===== config.mk =====
export PLATFORM = sky130hd
export DESIGN_NAME = tlul_gpio_slave_flat
export DESIGN_NICKNAME = d
export VERILOG_FILES = /design/src/rtl/tlul_pkg.sv /design/src/rtl/tlul_gpio_slave_if.sv /design/src/rtl/tlul_sync2.sv /design/src/rtl/tlul_gpio_slave.sv /design/src/flat_wrapper.sv
export SDC_FILE = /design/constraint.sdc
export NUM_CORES = 1
export LEC_CHECK = 0
export BUFFER_PORTS_ARGS = -buffer_cell sky130_fd_sc_hd__buf_2
export CAP_MARGIN = 20
export CORE_MARGIN = 2
export CORE_UTILIZATION = 49
export DETAILED_ROUTE_END_ITERATION = 8
export PLACE_DENSITY = 0.85
export SLEW_MARGIN = 25
export SYNTH_ARGS = -nofsm -noshare
export SYNTH_HDL_FRONTEND = slang
export SYNTH_SLANG_ARGS = --single-unit

===== constraint.sdc =====
create_clock -name clk -period 9.34 [get_ports clk]
set_clock_uncertainty 0.05 [all_clocks]
set_input_delay 1.868 -clock clk [delete_from_list [all_inputs] [get_ports clk]]
set_output_delay 1.868 -clock clk [all_outputs]
set_load 0.05 [all_outputs]

===== src/rtl/tlul_pkg.sv =====
// Shared TL-UL opcode encodings, GPIO register offsets and byte-mask helper.
package tlul_pkg;

  typedef enum logic [2:0] {
    OP_PUT_FULL    = 3'd0,
    OP_PUT_PARTIAL = 3'd1,
    OP_ARITH       = 3'd2,
    OP_LOGICAL     = 3'd3,
    OP_GET         = 3'd4
  } tl_a_op_e;

  typedef enum logic [2:0] {
    OP_ACK      = 3'd0,
    OP_ACK_DATA = 3'd1
  } tl_d_op_e;

  typedef enum logic {
    ST_IDLE,
    ST_RESP
  } resp_state_e;

  localparam logic [4:0] REG_DATA_OUT   = 5'h00;
  localparam logic [4:0] REG_DIR        = 5'h04;
  localparam logic [4:0] REG_DATA_IN    = 5'h08;
  localparam logic [4:0] REG_INTR_STATE = 5'h0C;
  localparam logic [4:0] REG_INTR_EN    = 5'h10;

  function automatic logic [31:0] mask_expand(input logic [3:0] mask);
    logic [31:0] w;
    for (int unsigned i = 0; i < 4; i++) begin
      w[i*8 +: 8] = {8{mask[i]}};
    end
    return w;
  endfunction

endpackage


===== src/rtl/tlul_gpio_slave_if.sv =====
// TL-UL channel A/D signal bundle for the GPIO slave.
interface tlul_gpio_slave_if #(
  parameter int ADDR_WIDTH = 32,
  parameter int SRC_WIDTH  = 2
);
  logic                  a_valid;
  logic                  a_ready;
  logic [2:0]            a_opcode;
  logic [2:0]            a_param;
  logic [2:0]            a_size;
  logic [SRC_WIDTH-1:0]  a_source;
  logic [ADDR_WIDTH-1:0] a_address;
  logic [3:0]            a_mask;
  logic [31:0]           a_data;
  logic                  d_valid;
  logic                  d_ready;
  logic [2:0]            d_opcode;
  logic [2:0]            d_param;
  logic [2:0]            d_size;
  logic [SRC_WIDTH-1:0]  d_source;
  logic                  d_sink;
  logic [31:0]           d_data;
  logic                  d_error;

  modport master (
    output a_valid, a_opcode, a_param, a_size, a_source, a_address, a_mask, a_data, d_ready,
    input  a_ready, d_valid, d_opcode, d_param, d_size, d_source, d_sink, d_data, d_error
  );

  modport slave (
    input  a_valid, a_opcode, a_param, a_size, a_source, a_address, a_mask, a_data, d_ready,
    output a_ready, d_valid, d_opcode, d_param, d_size, d_source, d_sink, d_data, d_error
  );
endinterface


===== src/rtl/tlul_sync2.sv =====
// Two-flop synchronizer for asynchronous pin inputs.
module tlul_sync2 #(
  parameter int WIDTH = 32
) (
  input  logic             clk,
  input  logic             reset,
  input  logic [WIDTH-1:0] i_d,
  output logic [WIDTH-1:0] o_q
);
  logic [WIDTH-1:0] r_meta;
  logic [WIDTH-1:0] r_sync;

  always_ff @(posedge clk or posedge reset) begin
    if (reset) begin
      r_meta <= '0;
      r_sync <= '0;
    end else begin
      r_meta <= i_d;
      r_sync <= r_meta;
    end
  end

  assign o_q = r_sync;
endmodule


===== src/rtl/tlul_gpio_slave.sv =====
// TL-UL GPIO slave: 5-register map, synchronized inputs, rising-edge interrupts.
module tlul_gpio_slave
  import tlul_pkg::*;
#(
  parameter int ADDR_WIDTH = 32,
  parameter int SRC_WIDTH  = 2
) (
  input  logic               clk,
  input  logic               reset,
  tlul_gpio_slave_if.slave   tl,
  input  logic [31:0]        gpio_in,
  output logic [31:0]        gpio_out,
  output logic [31:0]        gpio_oe,
  output logic               gpio_intr
);
  resp_state_e          r_state;
  logic [31:0]          r_data_out, r_dir, r_intr_state, r_intr_en, r_sync_q;
  logic                 r_intr;
  logic [2:0]           r_d_opcode, r_d_size;
  logic [SRC_WIDTH-1:0] r_d_source;
  logic [31:0]          r_d_data;
  logic                 r_d_error;

  logic [31:0] w_sync, w_rise, w_wmask, w_clr, w_rdata;
  logic [4:0]  w_off;
  logic        w_accept, w_is_get, w_is_put, w_ack_data, w_err, w_wr;
  logic        w_unused;

  tlul_sync2 #(.WIDTH(32)) u_sync (
    .clk   (clk),
    .reset (reset),
    .i_d   (gpio_in),
    .o_q   (w_sync)
  );

  assign w_unused = ^{tl.a_param, tl.a_address[ADDR_WIDTH-1:5]};

  assign w_accept = tl.a_valid & tl.a_ready;
  assign w_off    = tl.a_address[4:0];
  assign w_is_get = (tl.a_opcode == OP_GET);
  assign w_is_put = (tl.a_opcode == OP_PUT_FULL) | (tl.a_opcode == OP_PUT_PARTIAL);
  // Arithmetic/Logical belong to the data-returning class even though they are rejected here.
  assign w_ack_data = w_is_get | (tl.a_opcode == OP_ARITH) | (tl.a_opcode == OP_LOGICAL);

  assign w_err = ~(w_is_get | w_is_put)
               | (tl.a_size > 3'd2)
               | (w_off[1:0] != 2'b00)
               | (w_off > REG_INTR_EN)
               | ((tl.a_opcode == OP_PUT_FULL) & (tl.a_mask != 4'hF))
               | (w_is_put & (w_off == REG_DATA_IN));

  assign w_wr    = w_accept & w_is_put & ~w_err;
  assign w_wmask = mask_expand(tl.a_mask);
  assign w_rise  = w_sync & ~r_sync_q;
  assign w_clr   = (w_wr && w_off == REG_INTR_STATE) ? (tl.a_data & w_wmask) : '0;

  always_comb begin
    w_rdata = '0;
    case (w_off)
      REG_DATA_OUT:   w_rdata = r_data_out;
      REG_DIR:        w_rdata = r_dir;
      REG_DATA_IN:    w_rdata = w_sync;
      REG_INTR_STATE: w_rdata = r_intr_state;
      REG_INTR_EN:    w_rdata = r_intr_en;
      default:        w_rdata = '0;
    endcase
  end

  always_ff @(posedge clk or posedge reset) begin
    if (reset) begin
      r_data_out   <= '0;
      r_dir        <= '0;
      r_intr_state <= '0;
      r_intr_en    <= '0;
      r_sync_q     <= '0;
      r_intr       <= 1'b0;
    end else begin
      r_sync_q     <= w_sync;
      // Edge set is OR'd in after the clear so a coincident edge survives W1C.
      r_intr_state <= (r_intr_state & ~w_clr) | w_rise;
      r_intr       <= |(r_intr_state & r_intr_en);
      if (w_wr) begin
        case (w_off)
          REG_DATA_OUT: r_data_out <= (r_data_out & ~w_wmask) | (tl.a_data & w_wmask);
          REG_DIR:      r_dir      <= (r_dir      & ~w_wmask) | (tl.a_data & w_wmask);
          REG_INTR_EN:  r_intr_en  <= (r_intr_en  & ~w_wmask) | (tl.a_data & w_wmask);
          default:      ;
        endcase
      end
    end
  end

  always_ff @(posedge clk or posedge reset) begin
    if (reset) begin
      r_state    <= ST_IDLE;
      r_d_opcode <= '0;
      r_d_size   <= '0;
      r_d_source <= '0;
      r_d_data   <= '0;
      r_d_error  <= 1'b0;
    end else begin
      case (r_state)
        ST_IDLE: if (w_accept) begin
          r_state    <= ST_RESP;
          r_d_opcode <= w_ack_data ? OP_ACK_DATA : OP_ACK;
          r_d_size   <= tl.a_size;
          r_d_source <= tl.a_source;
          r_d_error  <= w_err;
          r_d_data   <= (w_is_get && !w_err) ? w_rdata : '0;
        end
        ST_RESP: if (tl.d_ready) r_state <= ST_IDLE;
        default: r_state <= ST_IDLE;
      endcase
    end
  end

  assign tl.a_ready  = (r_state == ST_IDLE);
  assign tl.d_valid  = (r_state == ST_RESP);
  assign tl.d_opcode = r_d_opcode;
  assign tl.d_param  = '0;
  assign tl.d_size   = r_d_size;
  assign tl.d_source = r_d_source;
  assign tl.d_sink   = 1'b0;
  assign tl.d_data   = r_d_data;
  assign tl.d_error  = r_d_error;

  assign gpio_out  = r_data_out;
  assign gpio_oe   = r_dir;
  assign gpio_intr = r_intr;
endmodule


===== src/flat_wrapper.sv =====
// flat-port wrapper written by rule: the top's interface ports become plain ports
module tlul_gpio_slave_flat import tlul_pkg::*;
#(
  parameter int ADDR_WIDTH = 32,
  parameter int SRC_WIDTH  = 2
)
  (clk, reset, gpio_in, gpio_out, gpio_oe, gpio_intr, tl_a_valid, tl_a_opcode, tl_a_param, tl_a_size, tl_a_source, tl_a_address, tl_a_mask, tl_a_data, tl_d_ready, tl_a_ready, tl_d_valid, tl_d_opcode, tl_d_param, tl_d_size, tl_d_source, tl_d_sink, tl_d_data, tl_d_error);
  tlul_gpio_slave_if #(.ADDR_WIDTH(ADDR_WIDTH), .SRC_WIDTH(SRC_WIDTH)) tl_i ();
  input  logic clk;
  input  logic reset;
  input  logic [31:0] gpio_in;
  output logic [31:0] gpio_out;
  output logic [31:0] gpio_oe;
  output logic gpio_intr;
  input wire logic [$bits(tl_i.a_valid)-1:0] tl_a_valid;
  input wire logic [$bits(tl_i.a_opcode)-1:0] tl_a_opcode;
  input wire logic [$bits(tl_i.a_param)-1:0] tl_a_param;
  input wire logic [$bits(tl_i.a_size)-1:0] tl_a_size;
  input wire logic [$bits(tl_i.a_source)-1:0] tl_a_source;
  input wire logic [$bits(tl_i.a_address)-1:0] tl_a_address;
  input wire logic [$bits(tl_i.a_mask)-1:0] tl_a_mask;
  input wire logic [$bits(tl_i.a_data)-1:0] tl_a_data;
  input wire logic [$bits(tl_i.d_ready)-1:0] tl_d_ready;
  output wire logic [$bits(tl_i.a_ready)-1:0] tl_a_ready;
  output wire logic [$bits(tl_i.d_valid)-1:0] tl_d_valid;
  output wire logic [$bits(tl_i.d_opcode)-1:0] tl_d_opcode;
  output wire logic [$bits(tl_i.d_param)-1:0] tl_d_param;
  output wire logic [$bits(tl_i.d_size)-1:0] tl_d_size;
  output wire logic [$bits(tl_i.d_source)-1:0] tl_d_source;
  output wire logic [$bits(tl_i.d_sink)-1:0] tl_d_sink;
  output wire logic [$bits(tl_i.d_data)-1:0] tl_d_data;
  output wire logic [$bits(tl_i.d_error)-1:0] tl_d_error;
  assign tl_i.a_valid = tl_a_valid;
  assign tl_i.a_opcode = tl_a_opcode;
  assign tl_i.a_param = tl_a_param;
  assign tl_i.a_size = tl_a_size;
  assign tl_i.a_source = tl_a_source;
  assign tl_i.a_address = tl_a_address;
  assign tl_i.a_mask = tl_a_mask;
  assign tl_i.a_data = tl_a_data;
  assign tl_i.d_ready = tl_d_ready;
  assign tl_a_ready = tl_i.a_ready;
  assign tl_d_valid = tl_i.d_valid;
  assign tl_d_opcode = tl_i.d_opcode;
  assign tl_d_param = tl_i.d_param;
  assign tl_d_size = tl_i.d_size;
  assign tl_d_source = tl_i.d_source;
  assign tl_d_sink = tl_i.d_sink;
  assign tl_d_data = tl_i.d_data;
  assign tl_d_error = tl_i.d_error;
  tlul_gpio_slave #(.ADDR_WIDTH(ADDR_WIDTH), .SRC_WIDTH(SRC_WIDTH)) u_core (.clk(clk), .reset(reset), .tl(tl_i), .gpio_in(gpio_in), .gpio_out(gpio_out), .gpio_oe(gpio_oe), .gpio_intr(gpio_intr));
endmodule

**Word level (Yosys, flattened, before mapping)**

Cells that the tools add are included.

- Bits in read-only memories: 0
- Flip-flop bits (word level): 267
- Logic and storage cells: 74
- Output and inout port bits: 112
- Memory bits (writable): 0
- Latch bits: 0
- Memories: 0
- Input port bits: 115

- Eq/ne operators: 9
- Multiplexer cells: 7
- Reductions and logical operators: 11
- Shifts and indexed selects: 0
- Multipliers: 0
- Divide/modulo/power cells: 0
- Bitwise logic cells: 31
- $add $sub $neg: 0
- $lt $le $gt $ge: 2

Operator list:

| kind | number |
|---|---|
| 32-bit AND | 7 |
| 32-bit one-hot mux with 5 select lines | 1 |
| 32-bit bitwise OR | 4 |
| 32-bit inverter | 3 |
| 32-bit 2-to-1 mux | 2 |
| 32-bit OR reduction | 1 |
| 5-bit by 4-bit == test with 1-bit output (second input constant) | 2 |
| 1-bit bitwise OR | 9 |
| 2-bit AND reduction | 4 |
| 3-bit by 2-bit == test with 1-bit output (second input constant) | 2 |
| 1-bit AND | 5 |
| 5-bit by 3-bit == test with 1-bit output (second input constant) | 1 |
| 5-bit == test (second input constant) | 1 |
| 5-bit > comparator (second input constant) | 1 |
| 5-bit logical NOT | 1 |
| 4-bit inequality test (second input constant) | 1 |
| 3-bit by 1-bit == test with 1-bit output (second input constant) | 1 |
| 3-bit == test (second input constant) | 1 |
| 3-bit by 2-bit > comparator with 1-bit output (second input constant) | 1 |
| 3-bit logical NOT | 1 |
| 1-bit 2-to-1 mux | 3 |
| 1-bit inverter | 3 |
| 1-bit logical AND | 2 |
| 1-bit one-hot mux with 2 select lines | 1 |
| 2 further kinds | 2 |

**Logic depth before layout (Yosys ltp)**

Gate-level depths: netlist of the first run.

- Depth in word-level cells: 16
- Gate-level depth with buffers: 7
- Gate-level depth less buffers: 4

**Cells and area by module**

A second synthesis of the first run with hierarchy kept.

- Cells, all modules: 736
- Area, all modules: 10,637.7 µm²

Modules (own cells, without submodules):

| module | sequential area each (µm²) | instances | cells each | area an instance (µm²) |
|---|---|---|---|---|
| tlul_gpio_slave | 5,029.8 | 1 | 671 | 9,032.4 |
| tlul_sync2 | 1,601.5 | 1 | 65 | 1,605.3 |

**Least setup slack after synthesis of the first run**

Ideal clock, no wire load.

- Kind: in2reg
- From: input port tl_a_address[1]
- To: register with a tool-made name
- Buffers on the path: 0
- Stages on the path: 4
- Data required time: 9,165 ps
- Path slack: 5,671 ps
- Data arrival time: 3,494 ps
- Library setup time: 125 ps
- Cells stage by stage: or4b_4 > a21o_1 > nor4_4 > mux2_2

RTL lines:

| what | line | RTL |
|---|---|---|
| start, declared | flat_wrapper.sv:20 | `input wire logic [$bits(tl_i.a_address)-1:0] tl_a_address;` |

**Worst setup path after layout of the first run**

- From: input port tl_a_address[2]
- To: register u_core.r_d_data[27] (netlist: u_core.tl.d_data[27])

- Longest elaborated chain between the ends: 7
- Elaborated cells between the ends (all ways): 14
- Those cells by class: order compare (1); eq/ne (4); mux (2); bitwise (4); reduce/logical (3)

RTL lines:

| what | line | RTL |
|---|---|---|
| 5-bit > comparator | tlul_gpio_slave.sv:48 | `\| (w_off > REG_INTR_EN)` |
| 1-bit bitwise OR | tlul_gpio_slave.sv:48 |  |
| 1-bit bitwise OR | tlul_gpio_slave.sv:49 | `\| ((tl.a_opcode == OP_PUT_FULL) & (tl.a_mask != 4'hF))` |
| 1-bit bitwise OR | tlul_gpio_slave.sv:50 | `\| (w_is_put & (w_off == REG_DATA_IN));` |
| 1-bit logical NOT | tlul_gpio_slave.sv:109 | `r_d_data <= (w_is_get && !w_err) ? w_rdata : '0;` |
| 1-bit logical AND | tlul_gpio_slave.sv:109 |  |
| 32-bit 2-to-1 mux (*) | tlul_gpio_slave.sv:109 |  |
| end signal, assigned | tlul_gpio_slave.sv:109 |  |
| end, declared | tlul_gpio_slave.sv:21 | `logic [31:0] r_d_data;` |

Every way passes the cells marked *; elsewhere a longest branch is shown, timed or not.
A chain may end at the register's enable or synchronous reset.

==> results of run 1 <==
-- logic make-up (layout without fill, tap and decap cells) --
kind of cell,Yosys count,after routing
simple gates,141,141
mux,166,166
buf+inv,73,281
other cells,1,10
compound gates,122,122
flops,265,265
-- layer usage --
metal,part of all wire,routed length (um)
met1,0.44,11900
met4,0.024,641
met2,0.47,12600
met5,0,0
met3,0.070,1890
-- worst max-delay path by stage --
stage,depth (start not counted),from,end,slack [ps]
finish,7,tl_a_address[2],u_core.tl.d_data[27]$_DFFE_PP0P_,4680
global route,7,tl_a_address[2],u_core.tl.d_data[27]$_DFFE_PP0P_,4580
CTS,7,tl_a_address[2],u_core.tl.d_data[27]$_DFFE_PP0P_,4660
detailed placement,7,tl_a_address[2],u_core.tl.d_data[27]$_DFFE_PP0P_,4090
global placement,6,tl_a_address[2],flip-flop,4140
floorplan,1,reset,asynchronous set/reset pin,130
-- where the power goes --
group / internal, uW / switching (uW)
registers: 1180 / 15.1
clock network: 630 / 440
logic: 44.7 / 111
total: 1850 / 566
-- final cells by class --
class / count / area [um^2] / share of cell area
repair buffers: 198 / 1030 / 0.0814
multi-input cells: 435 / 3610 / 0.285
clock buffers: 38 / 808 / 0.0638
inverters: 35 / 144 / 0.0114
well taps: 275 / 344 / 0.0272
clock inverters: 10 / 91.3 / 0.00721
diodes: 4 / 10.0 / 0.000790
flip-flops and latches: 265 / 6630 / 0.524
-- metrics by stage --
stage	hold WS, ps	utilization	instance area (um^2)	setup WS, ps	power, uW
after detailed placement	285	0.558	11700	4090	1370
after global routing	302	0.602	12700	4580	2500
after CTS	297	0.601	12600	4660	2440
final	293	0.603	12700	4680	2420
after floorplan	281	-	10500	125	1310
after global placement	283	0.558	11700	4140	1360
-- worst reg2reg max path, cell delays in order, from the launching register on --
cell	delay (ps)
dfrtp_1	400
or4b_4	600
a211oi_1	450
nand3_1	650
buf_4	470
o21ai_0	250
-- placed cells by master, fill, tap and decap left out, types with 2 or more instances in the layout --
cell / count
mux2_1: 2
clkbuf_8: 7
a21o_1: 2
a221oi_1: 32
mux2i_1: 32
inv_1: 34
mux2_2: 132
nor4_4: 3
nor3_2: 2
buf_4: 7
clkinv_8: 2
nand2_1: 33
clkinv_2: 6
diode_2: 4
a22o_1: 8
clkinvlp_4: 2
nand3_1: 9
buf_2: 190
o21ai_0: 34
nor3_1: 4
dfrtp_1: 265
clkbuf_1: 3
and4_1: 3
nand4_2: 3
a221o_1: 24
nor2_1: 36
conb_1: 6
a22oi_1: 17
and3_1: 2
nor2b_1: 24
clkbuf_16: 28
nand4_1: 7
nand2b_1: 4
==> impl_results.md, run 1 <==
* Outcome: complete, no violations
* Filler cell count at 1634
* Slew HR at 0.319
* Setup Buffers After CTS at 0
* M1 GR Usage at 0.339
* Cells along the critical path: buf_2 -> buf_4 -> or4_2 -> a21oi_1 -> nand3_1 -> buf_4 -> o21ai_0
* Antenna viol nets, final at 0
* Yosys top cell area share at 0.631
* Initial Utilization at 0.500
* Slew @ Worst Pin at 1020 ps
* TritonCTS clock tree: built
* CTS Buf Count at 28
* Reg2reg setup slack at about 6400 ps
* CP Class: in2reg
* Hold Path Origin: u_core.u_sync.r_meta[0]$_DFF_PP0_
* IO Port Bufs at 190
* Flops & latches, synth at ~270
* CP Launch Type: input port
* Most frequent cell after synthesis: dfrtp_1
* RSZ-0062 raised after global routing: no
* Initial DRT Pass Iterations at 5
* Mean Syn Cell Area at ~14 um^2
* CTS H-tree depth at 1
* HP Class: reg2reg
* Largest delay share family, worst path: simple AND/OR/NAND/NOR gates
* Commonest cells in the netlist: dfrtp_1, mux2_2, nor2_1
* GR Util met3 at 0.0397
* Main combinational cell family by area after synthesis: multiplexers
* Max Freq at 215 MHz
* CP arrival at just over 5000 ps
* # rows at 53
* Crit-path max FO at 38
* CP Capture Type: flip-flop
* Clock Latency Late Sink at 540 ps
* Reg2reg end: u_core.tl.d_data[27]$_DFFE_PP0P_
* WL per Instance at approximately 22 um
* Seq/Total Area, Yosys at 0.631
* Number of cells on the worst reg-to-reg path at 5
* Mapped Area at between 0.01 and 0.015 mm^2
* Tcrit/Tclk final at 0.499
* Hpwl dp at around 18000 um
* # IOs at about 230
* Setup TNS at 0 ps
* Slowest cell delay on critical path at approximately 1100 ps
* Hold endpoint: u_core.u_sync.o_q[0]$_DFF_PP0_
* Cells after Synth at around 770
* Area contributors post-synth: dfrtp_1, mux2_2, mux2i_1, a221oi_1, a221o_1
* Buf/Inv on CP at 3
* Vias at slightly above 7000
* Largest net degree at the start of global routing at between 100 and 150
* Post-Synth XOR/XNOR Area at 0
* Ys flop type: dfrtp_1
* Fin cells at around 1300
* Nets@finish at roughly 1100
* Resize count post-CTS at 0
* Synth Area in Adders at 0
* Count of final setup violators at 0
* Simple-gate share of the synthesized area at 0.0762
* Met2 Use GR at 0.383
* Synth area leader: dfrtp_1
* Drt initial violations at 379
* Routability cong. at ~0.8
* Clock transition at path regs at roughly 60 ps
* Hold path depth at 0
* Chip width at 150 um
* CORE AREA at 0.0210 mm^2
* CTS Sinks at approximately 270
* Hold_buf cts at 0
* Routed WL at around 27000 um
* GRT overflow at 0
* EDFF count, synth at 0
* Vias in the first global route at between 7000 and 8000
* CTS Buffer Depth at 3
* Layout cells sized above 1 at 0.399
* Synthesis-to-finish area growth at 20.5%
* Fin. Hold Viols at 0
* Placed Cells at 1207
* Ys async rst share at 1.00
* Worst r2r src: u_core.tl.d_valid$_DFF_PP0_
* Initial antenna violation count at 4
* Leak Pwr at roughly 0.0062 uW
* GRT Util Overall at 0.240
* Post-synthesis mux area share at 0.174
* CTS Root Cell: clkbuf_16
* CP required at 9730 ps
* Compound-Gate Fraction of Synth Area at 0.0898
* Slew Viols, Final at 0
* Cell variety after synth at between 40 and 50
* Max IR drop VDD at 0.136 mV
* Post-route DRC at 0
* Post-layout min period at 4660 ps
* GRT busiest layer: met2
* Critical Path Most Common Cell: buf_4
* Slowest cell on the critical path: or4_2
* P per Cell Area at roughly 190 mW/mm^2
* Die Height at about 150 um
* Max_cap viols at 0
* Synth warn at 0
* Via density at 5.69
* Die area at 0.0226 mm^2
* First-pass GRT wire length at 41300 um
(Power assumes the default switching activity.)
==> run 2, diff against run 1 <==
clock period = 4 ns   (was 9.34 ns; I/O delays follow)
==> run 2 against run 1 <==
Highest routed layer is now met5. Largest cell class unchanged. Power up 140%. Clock power increased by 140%. Critical path depth is 3 lower. Hold slack better by 1.1 ps.
==> impl_results.md, run 2 (synthesis results as in run 1) <==
* Outcome: complete, no violations
* Slew Viols, Final at 0 (unchanged)
* Largest net degree at the start of global routing at 82 (-43%)
* CORE AREA at 0.0210 mm^2 (unchanged)
* Leak Pwr at 0.00624 uW (+0.81%)
* Hold_buf cts at 0 (unchanged)
* Layout cells sized above 1 at 0.400 (+0.00102)
* GRT overflow at 0 (unchanged)
* Chip width at 150 um (unchanged)
* Fin cells at 1272 (+0.95%)
* P per Cell Area at 451 mW/mm^2 (+140%)
* WL per Instance at 21.8 um (+1.1%)
* HP Class: reg2reg
* Nets@finish at 1085 (+0.65%)
* Setup Buffers After CTS at 0 (unchanged)
* CTS Buffer Depth at 3 (unchanged)
* Slew HR at 0.485 (+0.166)
* GRT Util Overall at 0.246 (+0.00551)
* Met3 WL at 2170 um (+15%)
* DP Area at 0.0118 mm^2 (+0.69%)
* Count of final setup violators at 0 (unchanged)
* Max IR drop VDD at 0.330 mV (+140%)
* Crit-path max FO at 27 (-29%)
* Routability cong. at 0.847 (+6.3%)
* Hold WS at 294 ps (+1.10 ps)
* CP required at 4380 ps (-5350 ps)
* Top layer in use: met5
* Max Freq at 347 MHz
* Via density at 5.75 (+1.0%)
* Initial antenna violation count at 7 (+3)
* CTS Sinks at 265 (unchanged)
* First-pass GRT wire length at 41900 um (+1.3%)
* TritonCTS clock tree: built
* Drt initial violations at 559 (+47%)
* Antenna viol nets, final at 0 (unchanged)
* IO Port Bufs at 190 (unchanged)
* Max_cap viols at 0 (unchanged)
* Vias in the first global route at 7310 (+0.12%)
* # rows at 53 (unchanged)
* Most frequent cells in the layout: dfrtp_1, buf_2, mux2_2, nor2_1
* CP arrival at 3260 ps (-1790 ps)
* Initial DRT Pass Iterations at 5 (unchanged)
* Synthesis-to-finish area growth at 21.4%
* Filler cell count at 1626 (-0.49%)
* Post-route cell area at 0.0128 mm^2 (+0.75%)
* Placed Cells at 1215 (+0.66%)
* CTS H-tree depth at 1 (unchanged)
* Most common cell after layout, fill and taps aside: dfrtp_1
* # IOs at 227 (unchanged)
* Met2 WL at 12900 um (+2.0%)
* Die Height at 150 um (unchanged)
* CP Class: in2reg
* RSZ-0062 raised after global routing: no
* CP Capture Type: flip-flop
* Post-layout min period at 2880 ps
* Resize count post-CTS at 0 (unchanged)
* Clock transition at path regs at 60 ps (about the same)
* CP Launch Type: input port
* Vias at 7318 (+2.0%)
* Slowest cell on the critical path: or4_2
* Die area at 0.0226 mm^2 (unchanged)
* Post-route DRC at 0 (unchanged)
* Setup TNS at 0 ps (unchanged)
* Slew @ Worst Pin at 772 ps (-251 ps)
* Routed WL at 27700 um (+2.1%)
* Clock Latency Late Sink at 540 ps (about the same)
* Met1 WL at 11700 um (-1.5%)
* CTS Root Cell: clkbuf_16
* Cells along the critical path: buf_2 -> or4_2 -> nor4_4 -> mux2_2
* Fin. Hold Viols at 0 (unchanged)
* Slowest cell delay on critical path at 1090 ps (-30 ps)
* CTS Buf Count at 28 (unchanged)
* Initial Utilization at 0.500 (unchanged)
* Utilization after layout at 0.607 (+0.00452)
* Tcrit/Tclk final at 0.720
* Hpwl dp at 18400 um (+3.4%)
==> run 2: cell types whose count changed in the layout (fill, tap and decap cells not counted), sizes merged <==
cell      previous run  this run
clkbuf              38        44
clkinvlp             2         1
diode                4         6
buf                198       205
clkinv               8         4
inv                 34        35
bufinv               1         2
==> run 2: final timing paths <==
path                       cells after the start  slack [ps]                              end                               start
setup / recovery                               4        1120                        flip-flop                     tl_a_address[1]
hold / removal                                 0         290  u_core.u_sync.o_q[10]$_DFF_PP0_  u_core.u_sync.r_meta[10]$_DFF_PP0_
setup reg to reg                               4        1290                        flip-flop         u_core.tl.d_valid$_DFF_PP0_
hold reg to reg                                0         290  u_core.u_sync.o_q[10]$_DFF_PP0_  u_core.u_sync.r_meta[10]$_DFF_PP0_
max in group asynchronous                      3        2680       asynchronous set/reset pin                               reset
min in group asynchronous                      2         360       asynchronous set/reset pin                               reset
==> run 2: per-stage QoR <==
step	setup WS, ps	power (uW)
3_5_place_dp	551	3200
2_1_floorplan	-348	3060
5_1_grt	1020	5960
3_3_place_gp	591	3190
6_report	1120	5760
4_1_cts	1130	5800
==> run 2: per-layer routing <==
metal,vias to the layer above,GRT usage
met4,4,0.0745
met2,306,0.389
li1,3212,-
met5,-,0
met3,62,0.0561
met1,3734,0.341
==> run 2: final cells by class <==
type                    instances  area (um^2)  share of cell area
diodes                          6         15.0             0.00118
multi-input cells             435         3610               0.283
inverters                      35          135              0.0106
repair buffers                205         1090              0.0853
flip-flops and latches        265         6630               0.520
clock inverters                 7          100             0.00784
clock buffers                  44          841              0.0659
well taps                     275          344              0.0270
==> run 2: report_power, final <==
group	internal [uW]	leakage, uW	switching (uW)
Combinational	109	0.00248	263
Sequential	2750	0.00329	34.1
Clock	1570	0.000463	1030
==> run 2: worst max-delay path, delay by kind of cell <==
family | cells | cell delay, ps
buffers and inverters | 1 | 140
multiplexers | 1 | 420
AND/OR/NAND/NOR | 2 | 1890
==> run 3, diff against run 2 <==
CORE_UTILIZATION = 54   (was 49)
PLACE_DENSITY = 0.88   (was 0.85)
clock period = 2.9 ns   (was 4 ns; I/O delays follow)
==> run 3 against run 2 <==
Hold slack lost 190 ps. Final cell count grew 0.24%. Utilization grew 5.7 points. Register-to-register slack lost 730 ps. Via count grew 0.14%. Critical path type unchanged.
==> impl_results.md, run 3 (synthesis results as in run 1) <==
* Outcome: complete, no violations
* Synthesis-to-finish area growth at 21.7%
* Most common cell after layout, fill and taps aside: dfrtp_1
* IO Port Bufs at 190 (unchanged)
* Number of cells on the worst reg-to-reg path at 5 (+1)
* Max IR drop VDD at 0.458 mV (+39%)
* Largest net degree at the start of global routing at 117 (+43%)
* CP Capture Type: flip-flop
* Hold_buf cts at 0 (unchanged)
* DP Area at 0.0120 mm^2 (+1.5%)
* CTS Buffer Depth at 3 (unchanged)
* Antenna viol nets, final at 0 (unchanged)
* Resize count post-CTS at 0 (unchanged)
* Drt initial violations at 509 (-8.9%)
* Tcrit/Tclk final at 0.814
* Initial antenna violation count at 6 (-1)
* Hpwl dp at 18700 um (+1.8%)
* Hold endpoint: u_core.u_sync.r_meta[26]$_DFF_PP0_
* Slew Viols, Final at 0 (unchanged)
* GRT Util Overall at 0.270 (+0.0242)
* Leak Pwr at 0.00628 uW (+0.71%)
* CP Launch Type: input port
* Post-layout min period at 2360 ps
* Layout cells sized above 1 at 0.407 (+0.00737)
* GRT busiest layer: met2
* Vias in the first global route at 7625 (+4.3%)
* WL per Instance at 21.3 um (-1.9%)
* Post-route cell area at 0.0128 mm^2 (+0.29%)
* CTS Root Cell: clkbuf_16
* Via density at 5.75 (about the same)
* # IOs at 227 (unchanged)
* P per Cell Area at 591 mW/mm^2 (+31%)
* TritonCTS clock tree: built
* GRT overflow at 0 (unchanged)
* Crit-path max FO at 8 (-70%)
* Initial Utilization at 0.546 (+0.0454)
* Reg2reg setup slack at 560 ps (-730 ps)
* RSZ-0062 raised after global routing: no
* HP Class: in2reg
* Hold Path Origin: gpio_in[26]
* Nets@finish at 1103 (+1.7%)
* # rows at 51 (-3.8%)
* CP Class: in2reg
* Hold path depth at 1 (+1)
* Slew @ Worst Pin at 742 ps (-29.2 ps)
* Tot Pwr at 7560 uW (+31%)
* Post-route DRC at 0 (unchanged)
* Met2 Use GR at 0.443 (+0.0538)
* Worst r2r src: u_core.tl.d_valid$_DFF_PP0_
* CORE AREA at 0.0193 mm^2 (-8.3%)
* CTS Buf Count at 26 (-7.1%)
* Setup Buffers After CTS at 0 (unchanged)
* Die Height at 144 um (-4.6%)
* Chip width at 144 um (-4.6%)
* CTS Sinks at 265 (unchanged)
* GR Util met3 at 0.0523 (-0.00374)
* CTS H-tree depth at 1 (unchanged)
* Max Freq at around 420 MHz
* Routability cong. at 0.865 (+2.2%)
* Clock Latency Late Sink at 530 ps (about the same)
* First-pass GRT wire length at 42200 um (+0.69%)
* Initial DRT Pass Iterations at 5 (unchanged)
* Filler cell count at 1443 (-11%)
* Slew HR at 0.505 (+0.0206)
* CP arrival at 2710 ps (-550 ps)
* M1 GR Usage at 0.367 (+0.0264)
* Max_cap viols at 0 (unchanged)
* Die area at 0.0206 mm^2 (-9.0%)
* Routed WL at 27200 um (-1.6%)
* CP required at 3250 ps (-1130 ps)
* Count of final setup violators at 0 (unchanged)
* Fin. Hold Viols at 0 (unchanged)
* Most frequent cells in the layout: dfrtp_1, buf_2, mux2_2, nor2_1
* Clock transition at path regs at 60 ps (about the same)
* Vias at 7328 (+0.14%)
==> run 3: cell count changes in the layout (fill, tap and decap cells not counted), sizes merged <==
cell	before	now
buf	205	225
inv	35	34
clkbuf	44	39
bufinv	2	1
clkinv	4	5
diode	6	5
==> run 3: power by group <==
| group | switching [uW] | internal [uW] | total [uW] |
|---|---|---|---|
| clock | 1340 | 1860 | 3200 |
| sequential | 49.6 | 3790 | 3840 |
| combinational | 362 | 156 | 518 |
==> run 3: stage by stage <==
stage	utilization	hold slack (ps)	setup WS [ps]	std cells	TNS [ps]
2_1_floorplan	-	281	-1230	773	-325290
3_3_place_gp	0.622	282	72.9	1225	0
3_5_place_dp	0.622	285	2.38	1225	0
4_1_cts	0.663	97.3	534	1270	0
5_1_grt	0.664	95.1	449	1272	0
6_report	0.664	105	540	1275	0
==> run 3: worst max path at each step <==
stage / startpoint / end / slack, ps / depth (start not counted)
after floorplan: reset / asynchronous set/reset pin / -1230 / 1
after global routing: u_core.tl.d_valid$_DFF_PP0_ / flip-flop / 450 / 5
final: tl_a_address[1] / flip-flop / 540 / 5
after CTS: u_core.tl.d_valid$_DFF_PP0_ / flip-flop / 530 / 5
after detailed placement: tl_a_address[1] / flip-flop / 2 / 5
after global placement: tl_a_address[1] / flip-flop / 70 / 5
==> run 3: area by class of cell <==
class / count / area [um^2] / area share
tap: 265 / 332 / 0.0259
sequential: 265 / 6630 / 0.518
antenna: 5 / 12.5 / 0.000978
inverter: 35 / 135 / 0.0106
clock buffer: 39 / 751 / 0.0587
multi-input combinational: 435 / 3610 / 0.282
timing repair buffer: 225 / 1280 / 0.0997
clock inverter: 6 / 55.1 / 0.00430
==> run 3: critical path: stages <==
cell	delay [ps]
buf_2	130
or4_2	840
nor3_2	330
nand4_2	400
mux2_2	420
==> run 3: routing by layer <==
layer	up-vias	routed length, um
li1	3220	-
met1	3748	11300
met2	298	13200
met3	60	1890
met4	2	734
met5	-	12
